===== src/rtl/femto_uart_pkg.sv =====
// rtl/femto_uart_pkg.sv - shared UART state encoding and default bit timing
package femto_uart_pkg;

    typedef enum logic [1:0] {
        IDLE  = 2'd0,
        START = 2'd1,
        DATA  = 2'd2,
        STOP  = 2'd3
    } uart_state_e;

    localparam int CLKS_PER_BIT_DEFAULT = 217;

endpackage


===== src/rtl/femto_sync2.sv =====
// rtl/femto_sync2.sv - two-flop synchronizer for a single asynchronous bit
module femto_sync2 #(
    parameter logic RESET_VAL = 1'b1
) (
    input  logic clk,
    input  logic resetn,
    input  logic d,
    output logic q
);

    logic [1:0] sync_q;
    logic [1:0] sync_d;

    always_comb begin
        sync_d = {sync_q[0], d};
    end

    always_ff @(posedge clk or negedge resetn) begin
        if (!resetn) begin
            sync_q <= {2{RESET_VAL}};
        end else begin
            sync_q <= sync_d;
        end
    end

    assign q = sync_q[1];

endmodule


===== src/rtl/femto_uart_rx.sv =====
// rtl/femto_uart_rx.sv - 8N1 UART receiver with a one-byte holding register
module femto_uart_rx
    import femto_uart_pkg::*;
#(
    parameter int CLKS_PER_BIT = CLKS_PER_BIT_DEFAULT
) (
    input  logic       clk,
    input  logic       resetn,
    input  logic       rxd,
    output logic [7:0] rx_data,
    output logic       rx_valid,
    input  logic       rx_ready,
    output logic       frame_err,
    output logic       overrun
);

    localparam int CNT_W = $clog2(CLKS_PER_BIT);
    localparam logic [CNT_W-1:0] CNT_HALF = CNT_W'(CLKS_PER_BIT / 2 - 1);
    localparam logic [CNT_W-1:0] CNT_LAST = CNT_W'(CLKS_PER_BIT - 1);

    logic             rxd_s;
    uart_state_e      state_q, state_d;
    logic [CNT_W-1:0] cnt_q, cnt_d;
    logic [2:0]       idx_q, idx_d;
    logic [7:0]       shift_q, shift_d;
    logic [7:0]       data_q, data_d;
    logic             valid_q, valid_d;
    logic             ferr_q, ferr_d;
    logic             ovr_q, ovr_d;
    logic             armed_q, armed_d;
    logic             handshake;

    femto_sync2 #(.RESET_VAL(1'b1)) u_sync (
        .clk    (clk),
        .resetn (resetn),
        .d      (rxd),
        .q      (rxd_s)
    );

    assign handshake = valid_q & rx_ready;

    always_comb begin
        state_d = state_q;
        cnt_d   = cnt_q;
        idx_d   = idx_q;
        shift_d = shift_q;
        data_d  = data_q;
        valid_d = valid_q;
        ferr_d  = 1'b0;
        ovr_d   = ovr_q;
        armed_d = armed_q;

        if (handshake) begin
            valid_d = 1'b0;
            ovr_d   = 1'b0;
        end

        case (state_q)
            IDLE: begin
                cnt_d = '0;
                idx_d = '0;
                // armed only drops after a frame error or reset, so a held break cannot retrigger
                if (rxd_s) begin
                    armed_d = 1'b1;
                end else if (armed_q) begin
                    state_d = START;
                end
            end
            START: begin
                if (cnt_q == CNT_HALF) begin
                    cnt_d   = '0;
                    state_d = rxd_s ? IDLE : DATA;
                end else begin
                    cnt_d = cnt_q + CNT_W'(1);
                end
            end
            DATA: begin
                if (cnt_q == CNT_LAST) begin
                    cnt_d          = '0;
                    shift_d[idx_q] = rxd_s;
                    idx_d          = idx_q + 3'd1;
                    if (idx_q == 3'd7) begin
                        state_d = STOP;
                    end
                end else begin
                    cnt_d = cnt_q + CNT_W'(1);
                end
            end
            STOP: begin
                if (cnt_q == CNT_LAST) begin
                    cnt_d   = '0;
                    state_d = IDLE;
                    if (rxd_s) begin
                        if (!valid_q || rx_ready) begin
                            data_d  = shift_q;
                            valid_d = 1'b1;
                        end else begin
                            ovr_d = 1'b1;
                        end
                    end else begin
                        ferr_d  = 1'b1;
                        armed_d = 1'b0;
                    end
                end else begin
                    cnt_d = cnt_q + CNT_W'(1);
                end
            end
            default: state_d = IDLE;
        endcase
    end

    always_ff @(posedge clk or negedge resetn) begin
        if (!resetn) begin
            state_q <= IDLE;
            cnt_q   <= '0;
            idx_q   <= '0;
            shift_q <= '0;
            data_q  <= '0;
            valid_q <= 1'b0;
            ferr_q  <= 1'b0;
            ovr_q   <= 1'b0;
            armed_q <= 1'b0;
        end else begin
            state_q <= state_d;
            cnt_q   <= cnt_d;
            idx_q   <= idx_d;
            shift_q <= shift_d;
            data_q  <= data_d;
            valid_q <= valid_d;
            ferr_q  <= ferr_d;
            ovr_q   <= ovr_d;
            armed_q <= armed_d;
        end
    end

    assign rx_data   = data_q;
    assign rx_valid  = valid_q;
    assign frame_err = ferr_q;
    assign overrun   = ovr_q;

endmodule


===== config.mk =====
export PLATFORM = sky130hd
export DESIGN_NAME = femto_uart_rx
export DESIGN_NICKNAME = d
export VERILOG_FILES = /design/src/rtl/femto_uart_pkg.sv /design/src/rtl/femto_sync2.sv /design/src/rtl/femto_uart_rx.sv
export SDC_FILE = /design/constraint.sdc
export NUM_CORES = 1
export LEC_CHECK = 0
export CORE_MARGIN = 2
export CORE_UTILIZATION = 60
export CTS_CLUSTER_DIAMETER = 60
export DETAILED_ROUTE_END_ITERATION = 8
export PLACE_DENSITY_LB_ADDON = 0.12
export RECOVER_POWER = 25
export SKIP_LAST_GASP = 1
export SYNTH_ARGS = -nofsm -noshare
export SYNTH_HDL_FRONTEND = slang
export SYNTH_SLANG_ARGS = --single-unit

===== constraint.sdc =====
create_clock -name clk -period 4.7 [get_ports clk]
set_input_delay 0.94 -clock clk [delete_from_list [all_inputs] [get_ports clk]]
set_output_delay 0.94 -clock clk [all_outputs]
set_load 0.05 [all_outputs]

==> summary.md, run 1 <==
| Metric | Value |
|---|---|
| Status | `complete, but fails checks` |
| Failing checks | `capacitance limit, slew limit` |
| Post-synthesis xor/xnor area fraction | `1.573%` |
| PortBufs | `14` |
| Critical Path AT | `2760 ps` |
| Post-Syn Area | `0.001670 sq mm` |
| # rows | `19` |
| Mux cell area share after synthesis | `10.79%` |
| Grt total ovfl | `0` |
| DR vias/cell | `6.241` |
| Die area | `0.003222 sq mm` |
| Worst-Margin Slew | `1794 ps` |
| DR vias | `1167` |
| RSZ-0062 raised after global routing | `no` |
| WL/cell | `14.92 um` |
| Crit path max-delay family | `buffers and inverters` |
| Drt first pass iters | `4` |
| I/O pins | `15` |
| Initial antenna violation count | `0` |
| Global-route wire length before repair | `4.747 mm` |
| Post-synthesis sequential area ratio | `52.58%` |
| Syn Inst Count | `141` |
| Register bit count reported by yosys | `35` |
| Setup_tns | `0 ps` |
| Mapped Avg Cell Area | `11.85 sq um` |
| Clock Skews | `18.05 ps` |
| Final Hold Viols | `0` |
| Top post-synthesis cells by count | `dfrtp_1, mux2_2, nand2_1` |
| Tmin final | `2654 ps` |
| Post-CTS Setup Repair Bufs | `0` |
| Worst path max stage delay | `1290 ps` |
| Adder-cell share of the synthesized area | `2.996%` |
| Cts repair resizes | `0` |
| Synth Net Count | `149` |
| Initial DRC Count | `42` |
| Detail Route Antenna Nets | `0` |
| Clk sinks | `35` |
| Reg clk slew, reported paths | `90 ps` |
| Post-synth EDFFs | `0` |
| Number of global-route vias before repair | `1081` |
| Core area | `0.002710 sq mm` |
| Post-layout nets | `163` |
| Worst path bufs/invs | `2` |
| CTS buffer count | `5` |
| CP Class | `in2async` |
| Count leader, synth | `dfrtp_1` |
| Fin crit share | `56.46%` |
| Initial Util | `61.63%` |
| Hold_buf cts | `0` |
| Clock Tree Buf Depth | `2` |
| Slew Viols, Final | `36` |
| Area grow syn2layout | `15.13%` |
| P per Cell Area | `363.5 mW/mm^2` |
| Post-synth top area share | `49.44%` |
| Post-synthesis cell type count | `37` |
| Yosys warning count | `0` |
| CP max FO | `35` |
| CP cell instances | `dlygate4sd3_1 -> clkbuf_1` |
| Static Leak | `0.8663 nW` |
| DR DRC count | `0` |
| Area leader, netlist | `dfrtp_1` |
| Simple-gate area share of the yosys netlist | `17.23%` |
| Main combinational cell family by area after synthesis | `simple AND/OR/NAND/NOR gates` |
| Overall power | `699.0 uW` |
| Post-synth ARST share | `100.0%` |
| Ant. Diodes | `0` |
| Worst Path Required | `4810 ps` |
| Die Wd | `56.76 um` |
| CP max stage cell | `clkbuf_1` |
| Layout cell share with drive strength beyond 1 | `18.59%` |
| Total GRT Usage | `19.81%` |
| Max_cap viols | `1` |
| FMAX | `0.3768 GHz` |
| Critical path endpoint category | `async pin` |
| Synth area leaders | `dfrtp_1, mux2_2, dfstp_2` |
| Synth Flop Type | `dfrtp_1` |
| H-tree lvl count | `2` |
| RD Place Congestion | `0.7134` |
| Die Span Y | `56.76 um` |
| CTS tree | `yes` |
| Final Routed Wirelength | `2.790 mm` |
| Max VDD drop | `0.3689 mV` |
| Post-DP HPWL | `1.891 mm` |
| Clk_lat worst skew | `340 ps` |
| # setup viols final | `0` |
| Pin count of the biggest net entering global routing | `36` |
| Hold Path Class | `reg2reg` |
| Root Buffer | `clkbuf_4` |
| Slew Limit Headroom | `-19.62%` |
| Complex-gate fraction of the synthesized area | `11.84%` |
| Crit path launch type | `input pin` |
[through the flow]
step	cells	hold slack [ps]	setup slack (ps)	area [sq um]	utilization (%)
after floorplan	141	345.2	2710	1670	-
after global placement	179	348.2	2050	1826	67.36
after detailed placement	179	351.7	1992	1826	67.36
after CTS	187	365.4	2122	1927	71.10
after global routing	187	368.9	1610	1923	70.96
final	187	362.0	2046	1923	70.96
[placed cells by master, fill, tap and decap left out]
cell,instances
nand4_1,7
nor4bb_1,3
nand4b_2,1
nand3b_2,1
nor4b_1,2
dfrtp_1,33
a2111oi_4,1
a22oi_1,3
a21o_1,1
nor2_1,2
a211o_1,1
clkbuf_1,2
xnor2_1,1
nor3_1,2
and3b_2,1
nor4_1,1
o21a_1,1
clkdlybuf4s50_1,12
o21ai_0,3
a21oi_1,6
a221o_1,1
or3_1,3
nor2b_1,2
nand2_1,8
a41oi_1,1
o21ai_1,1
mux2_2,16
dlygate4sd3_1,2
a21boi_0,1
a31oi_1,4
clkbuf_4,5
and4b_1,2
ha_1,4
dfstp_2,2
inv_1,5
o211ai_1,3
nand3_1,4
bufinv_16,2
nand4b_1,4
xor2_1,2
[state kept, by name, summed over array words and instances (netlist names), named ones only]
name,flops
idx_q,3
u_sync.sync_q,2
state_q,1
overrun,1
shift_q,8
rx_valid,1
cnt_q,8
frame_err,1
rx_data,8
armed_q,1
[kinds of logic (layout without fill, tap and decap cells)]
logic type                 count (synthesis)  count (layout)
and+or+nand+nor                           43              43
buffers and inverters                     13              28
xor gates and xnor gates                   3               3
DFF                                       35              35
muxes                                     16              16
AOI/OAI and AO/OA                         27              27
adders and majority gates                  4               4
[power by group]
group	total (mW)	switching, mW	internal, mW
Combinational	0.0771	0.0393	0.0378
Clock	0.263	0.0972	0.166
Sequential	0.359	0.0345	0.324
Total	0.699	0.171	0.528
[metal layers]
| layer | vias up | global-route usage, % | wire length (um) |
|---|---|---|---|
| li1 | 559 | - | - |
| met5 | - | 0 | 0 |
| met3 | 7 | 5.530 | 144 |
| met4 | 0 | 11.96 | 59 |
| met1 | 572 | 26.88 | 1300 |
| met2 | 29 | 28.24 | 1286 |
[final timing paths]
kind | startpoint | cells after the start | to | slack, ps
worst max-delay path | resetn | 2 | cnt_q[1] | 2050
worst max register to register | cnt_q[0] | 5 | rx_data[0] | 2600
max in group clk | rx_valid | 1 | rx_valid | 2140
worst min-delay path | u_sync.sync_q[0] | 0 | u_sync.sync_q[1] | 360
min in group asynchronous | resetn | 2 | idx_q[2] | 1610
worst min register to register | u_sync.sync_q[0] | 0 | u_sync.sync_q[1] | 360
[area by class of cell]
cell class	instances	area, sq um
multi-input cells	93	742.0
well taps	31	38.79
repair buffers	15	143.9
clock inverters	2	60.06
inverters	5	18.77
fillers	189	787.0
flip-flops and latches	35	878.3
clock buffers	6	41.29
No activity file was read; power rests on OpenSTA's default activity.
==> run 2: changes to the inputs <==
Settings changed: CORE_UTILIZATION 60 to 50.
Clock period 4.7 ns to 2.4 ns, I/O delays scaled along.
==> summary.md, run 2 (synthesis results as in run 1) <==
| Metric | Value |
|---|---|
| Status | `finished clean` |
| Critical path endpoint category | `output pin` |
| I/O pins | `15` |
| Worst path bufs/invs | `1` |
| DR vias | `1172` |
| Initial DRC Count | `29` |
| Worst-Margin Slew | `837.8 ps` |
| Layout cell share with drive strength beyond 1 | `19.11%` |
| Detail Route Antenna Nets | `0` |
| CP max FO | `5` |
| Slew Limit Headroom | `44.15%` |
| Max_cap viols | `0` |
| CP max stage cell | `clkdlybuf4s50_1` |
| Register Area | `878.3 sq um` |
| PortBufs | `14` |
| RD Place Congestion | `0.7838` |
| Multi-input logic area | `742.0 sq um` |
| Reg clk slew, reported paths | `90 ps` |
| Switching Power | `335.4 uW` |
| CTS tree | `yes` |
| Clk sinks | `35` |
| Area of placed instances | `0.001849 sq mm` |
| DR vias/cell | `5.831` |
| Clock Tree Buf Depth | `2` |
| CP Class | `reg2out` |
| Post-CTS Setup Repair Bufs | `0` |
| Leading cell type in the layout, fill and taps excluded | `dfrtp_1` |
| CTS buffer count | `5` |
| Commonest non-fill, non-tap cells in the layout | `dfrtp_1, mux2_2, clkdlybuf4s50_1` |
| Number of global-route vias before repair | `1129` |
| Crit path launch type | `register` |
| FMAX | `0.4779 GHz` |
| Final Routed Wirelength | `3.020 mm` |
| Logic pwr share | `13.0%` |
| Grt total ovfl | `0` |
| P per Cell Area | `610.7 mW/mm^2` |
| Core area | `0.003128 sq mm` |
| # setup viols final | `0` |
| Power Internal | `822.9 uW` |
| Slew Viols, Final | `0` |
| RSZ-0062 raised after global routing | `no` |
| Tmin final | `2092 ps` |
| H-tree lvl count | `2` |
| Initial antenna violation count | `0` |
| Total GRT Usage | `18.76%` |
| Sw frac | `28.95%` |
| Setup_tns | `0 ps` |
| Area grow syn2layout | `13.56%` |
| Final instance area | `0.001897 sq mm` |
| CP cell instances | `clkdlybuf4s50_1` |
| Drt first pass iters | `4` |
| Hold Path Class | `reg2reg` |
| Die area | `0.003819 sq mm` |
| Non-filler cells, final | `201` |
| Fin crit share | `87.18%` |
| Hold_buf cts | `0` |
| Global-route wire length before repair | `5.119 mm` |
| Die Wd | `61.80 um` |
| Initial Util | `53.40%` |
| Post-DP HPWL | `2.008 mm` |
| Max VDD drop | `0.4605 mV` |
| Static Leak | `0.8516 nW` |
| Flop pwr share | `60.9%` |
| Clk_lat worst skew | `340 ps` |
| Filler cell count | `268` |
| Die Span Y | `61.80 um` |
| Cts repair resizes | `0` |
| Pin count of the biggest net entering global routing | `36` |
| DR DRC count | `0` |
| Clock Skews | `11.42 ps` |
| Final setup margin | `307.6 ps` |
| Fin util | `60.64%` |
| Root Buffer | `clkbuf_4` |
| Crit path max-delay family | `buffers and inverters` |
| Critical Path AT | `1610 ps` |
| Clock power frac | `26.2%` |
| Ant. Diodes | `0` |
| Worst path max stage delay | `830 ps` |
| Post-layout nets | `164` |
| Pre-CTS setup slack | `374.4 ps` |
| Worst Path Required | `1920 ps` |
| Inst Count DP | `193` |
| # rows | `20` |
| WL/cell | `15.02 um` |
| Final Hold Viols | `0` |
run 2: routing by layer:
metal | vias up | global-route usage, % | part of all wire, %
met5 | - | 0 | 0
met4 | 0 | 6.991 | 0.70
met3 | 2 | 7.039 | 3.9
met2 | 21 | 26.92 | 45
met1 | 588 | 26.00 | 50
li1 | 561 | - | -
run 2: power by group through the flow:
stage          logic, mW  registers [mW]  clock network, mW
3_5_place_dp       0.151           0.717                  0
6_report           0.150           0.705              0.303
4_1_cts            0.153           0.705              0.315
2_1_floorplan      0.122           0.693                  0
3_3_place_gp       0.150           0.711                  0
5_1_grt            0.177           0.718              0.345
run 2: path summary, 6_finish.rpt:
check	to	cells past startpoint	slack (ps)	startpoint
min in group asynchronous	idx_q[1]	2	760	resetn
max reg2reg	rx_data[2]	6	490	cnt_q[0]
max in group asynchronous	cnt_q[1]	2	1100	resetn
min reg2reg	u_sync.sync_q[1]	0	360	u_sync.sync_q[0]
max	rx_valid	1	310	rx_valid
min	u_sync.sync_q[1]	0	360	u_sync.sync_q[0]
run 2: final cells by class:
cell class,instances,area share [%]
clock buffers,7,2.375
multi-input cells,93,39.12
well taps,44,2.902
clock inverters,1,0.2639
repair buffers,16,8.047
flip-flops and latches,35,46.31
inverters,5,0.9894
run 2: stage by stage:
step / hold slack (ps) / power [mW]
floorplan: 184.4 / 0.8145
global placement: 348.3 / 0.8606
detailed placement: 351.8 / 0.8674
CTS: 366.4 / 1.172
global route: 370.7 / 1.241
finish: 363.2 / 1.158
==> run 3: changes to the inputs <==
Settings changed: SKIP_CTS_REPAIR_TIMING set to 1.
==> results of run 3 <==
Same layout as run 2: the final DEF is identical, and so are final timing and power.
==> edit: new RTL, settings of run 2 <==
`RESET_VAL` is set to 1'b1 in 2 places; all go to 1'b0.
--- a/src/rtl/femto_sync2.sv
+++ b/src/rtl/femto_sync2.sv
@@ -1,6 +1,6 @@
 // rtl/femto_sync2.sv - two-flop synchronizer for a single asynchronous bit
 module femto_sync2 #(
-    parameter logic RESET_VAL = 1'b1
+    parameter logic RESET_VAL = 1'b0
 ) (
     input  logic clk,
     input  logic resetn,
--- a/src/rtl/femto_uart_rx.sv
+++ b/src/rtl/femto_uart_rx.sv
@@ -30,7 +30,7 @@
     logic             armed_q, armed_d;
     logic             handshake;
 
-    femto_sync2 #(.RESET_VAL(1'b1)) u_sync (
+    femto_sync2 #(.RESET_VAL(1'b0)) u_sync (
         .clk    (clk),
         .resetn (resetn),
         .d      (rxd),
Check against the original RTL: same outputs for any inputs over 10 cycles, from zero or initial values and one cycle with resetn low; that may be too few to reach the edited logic, so the function may still have changed.
==> edit against run 2 <==
Final area increased by 0.86%; sequential cell count stayed put; combinational power up 3%; die area shrank 0.15%; critical path depth unchanged; maximum frequency is 0.65% higher; count of clock-buffer cells in the layout grew 1; clock power up 14%; synthesized area decreased by 0.15%; worst setup slack improved by 14 ps; wire length fell by 2.5%; total power is 3.8% higher; non-clock buffer count unchanged; critical path type unchanged; largest cell class unchanged.
==> edit: results <==
global_route:
  grt_pass1_vias: 1130
  grt.overflow.total: 0
  grt_use_met1_pct: 24.2
  grt_use_met2_pct: 27.4
  grt_first_pass_wirelength_um: 5030
  track_usage_pct: 18.2
  met3_usage_pct: 4.76
pwr:
  pg_clk_mw: 0.345
  swShare_pct: 26.7
  worst_ir_drop_vdd_mv: 0.399
  leakagePower_nw: 0.863
  comb_cell_power_mw: 0.155
synthesis:
  synth.top_cells.by_area: "dfrtp_1, mux2_2, ha_1, nand4_1, nand4b_1"
  synthAdderAreaFrac_pct: 3.00
  muxShareOfSynthArea_pct: 10.8
  ys_seq_area_share_pct: 52.5
  synthTopCellsByCount: "dfrtp_1, mux2_2, nand2_1, clkbuf_1, nand4_1"
  synth-xor-area-share_pct: 1.58
  synth_compound_area_share_pct: 11.9
  synth_cell_types: 36
route:
  m1WireLength_um: 1420
  drtIter0Drc: 65
  wl_met3_um: 113
  met2WireLength_um: 1360
  wl_um: 2950
  vias: 1158
  vias_per_cell: 5.76
worst_hold_path:
  min_from: "u_sync.sync_q[0]"
  whs_endpoint: "u_sync.sync_q[1]"
clock_network:
  clkLatencyLatePin_ps: 310
worst_setup_path:
  r2r_slack_ps: 470
timing:
  finClkSkew_ps: 5.84
  fin_hold_ws_ps: 361
outcome:
  status: "completed"
place:
  placedInstanceArea_mm2: 0.00185
  post-place-ws_ps: 362
cells_and_area:
  drive_gt1_share_pct: 18.5
-- edit: cell count changes in the layout (fill, tap and decap cells not counted), sizes merged --
cell / run 2 / this run
dfstp: 2 / 0
clkbuf: 8 / 9
clkinv: 1 / 0
dfrtp: 33 / 35
-- edit: logic make-up after synthesis --
| group | after synthesis |
|---|---|
| AO/OA/AOI/OAI | 27 |
| XOR/XNOR | 3 |
| adder cells (fa/ha/maj) | 4 |
| buffers and inverters | 13 |
| flip-flops | 35 |
| multiplexers | 16 |
| AND/OR/NAND/NOR | 43 |
-- edit: cell type report --
cell class / count / area [um^2]
fill: 279 / 1190
sequential: 35 / 876
multi-input combinational: 93 / 742
timing repair buffer: 16 / 153
clock buffer: 8 / 68.8
tap: 44 / 55.1
inverter: 5 / 18.8
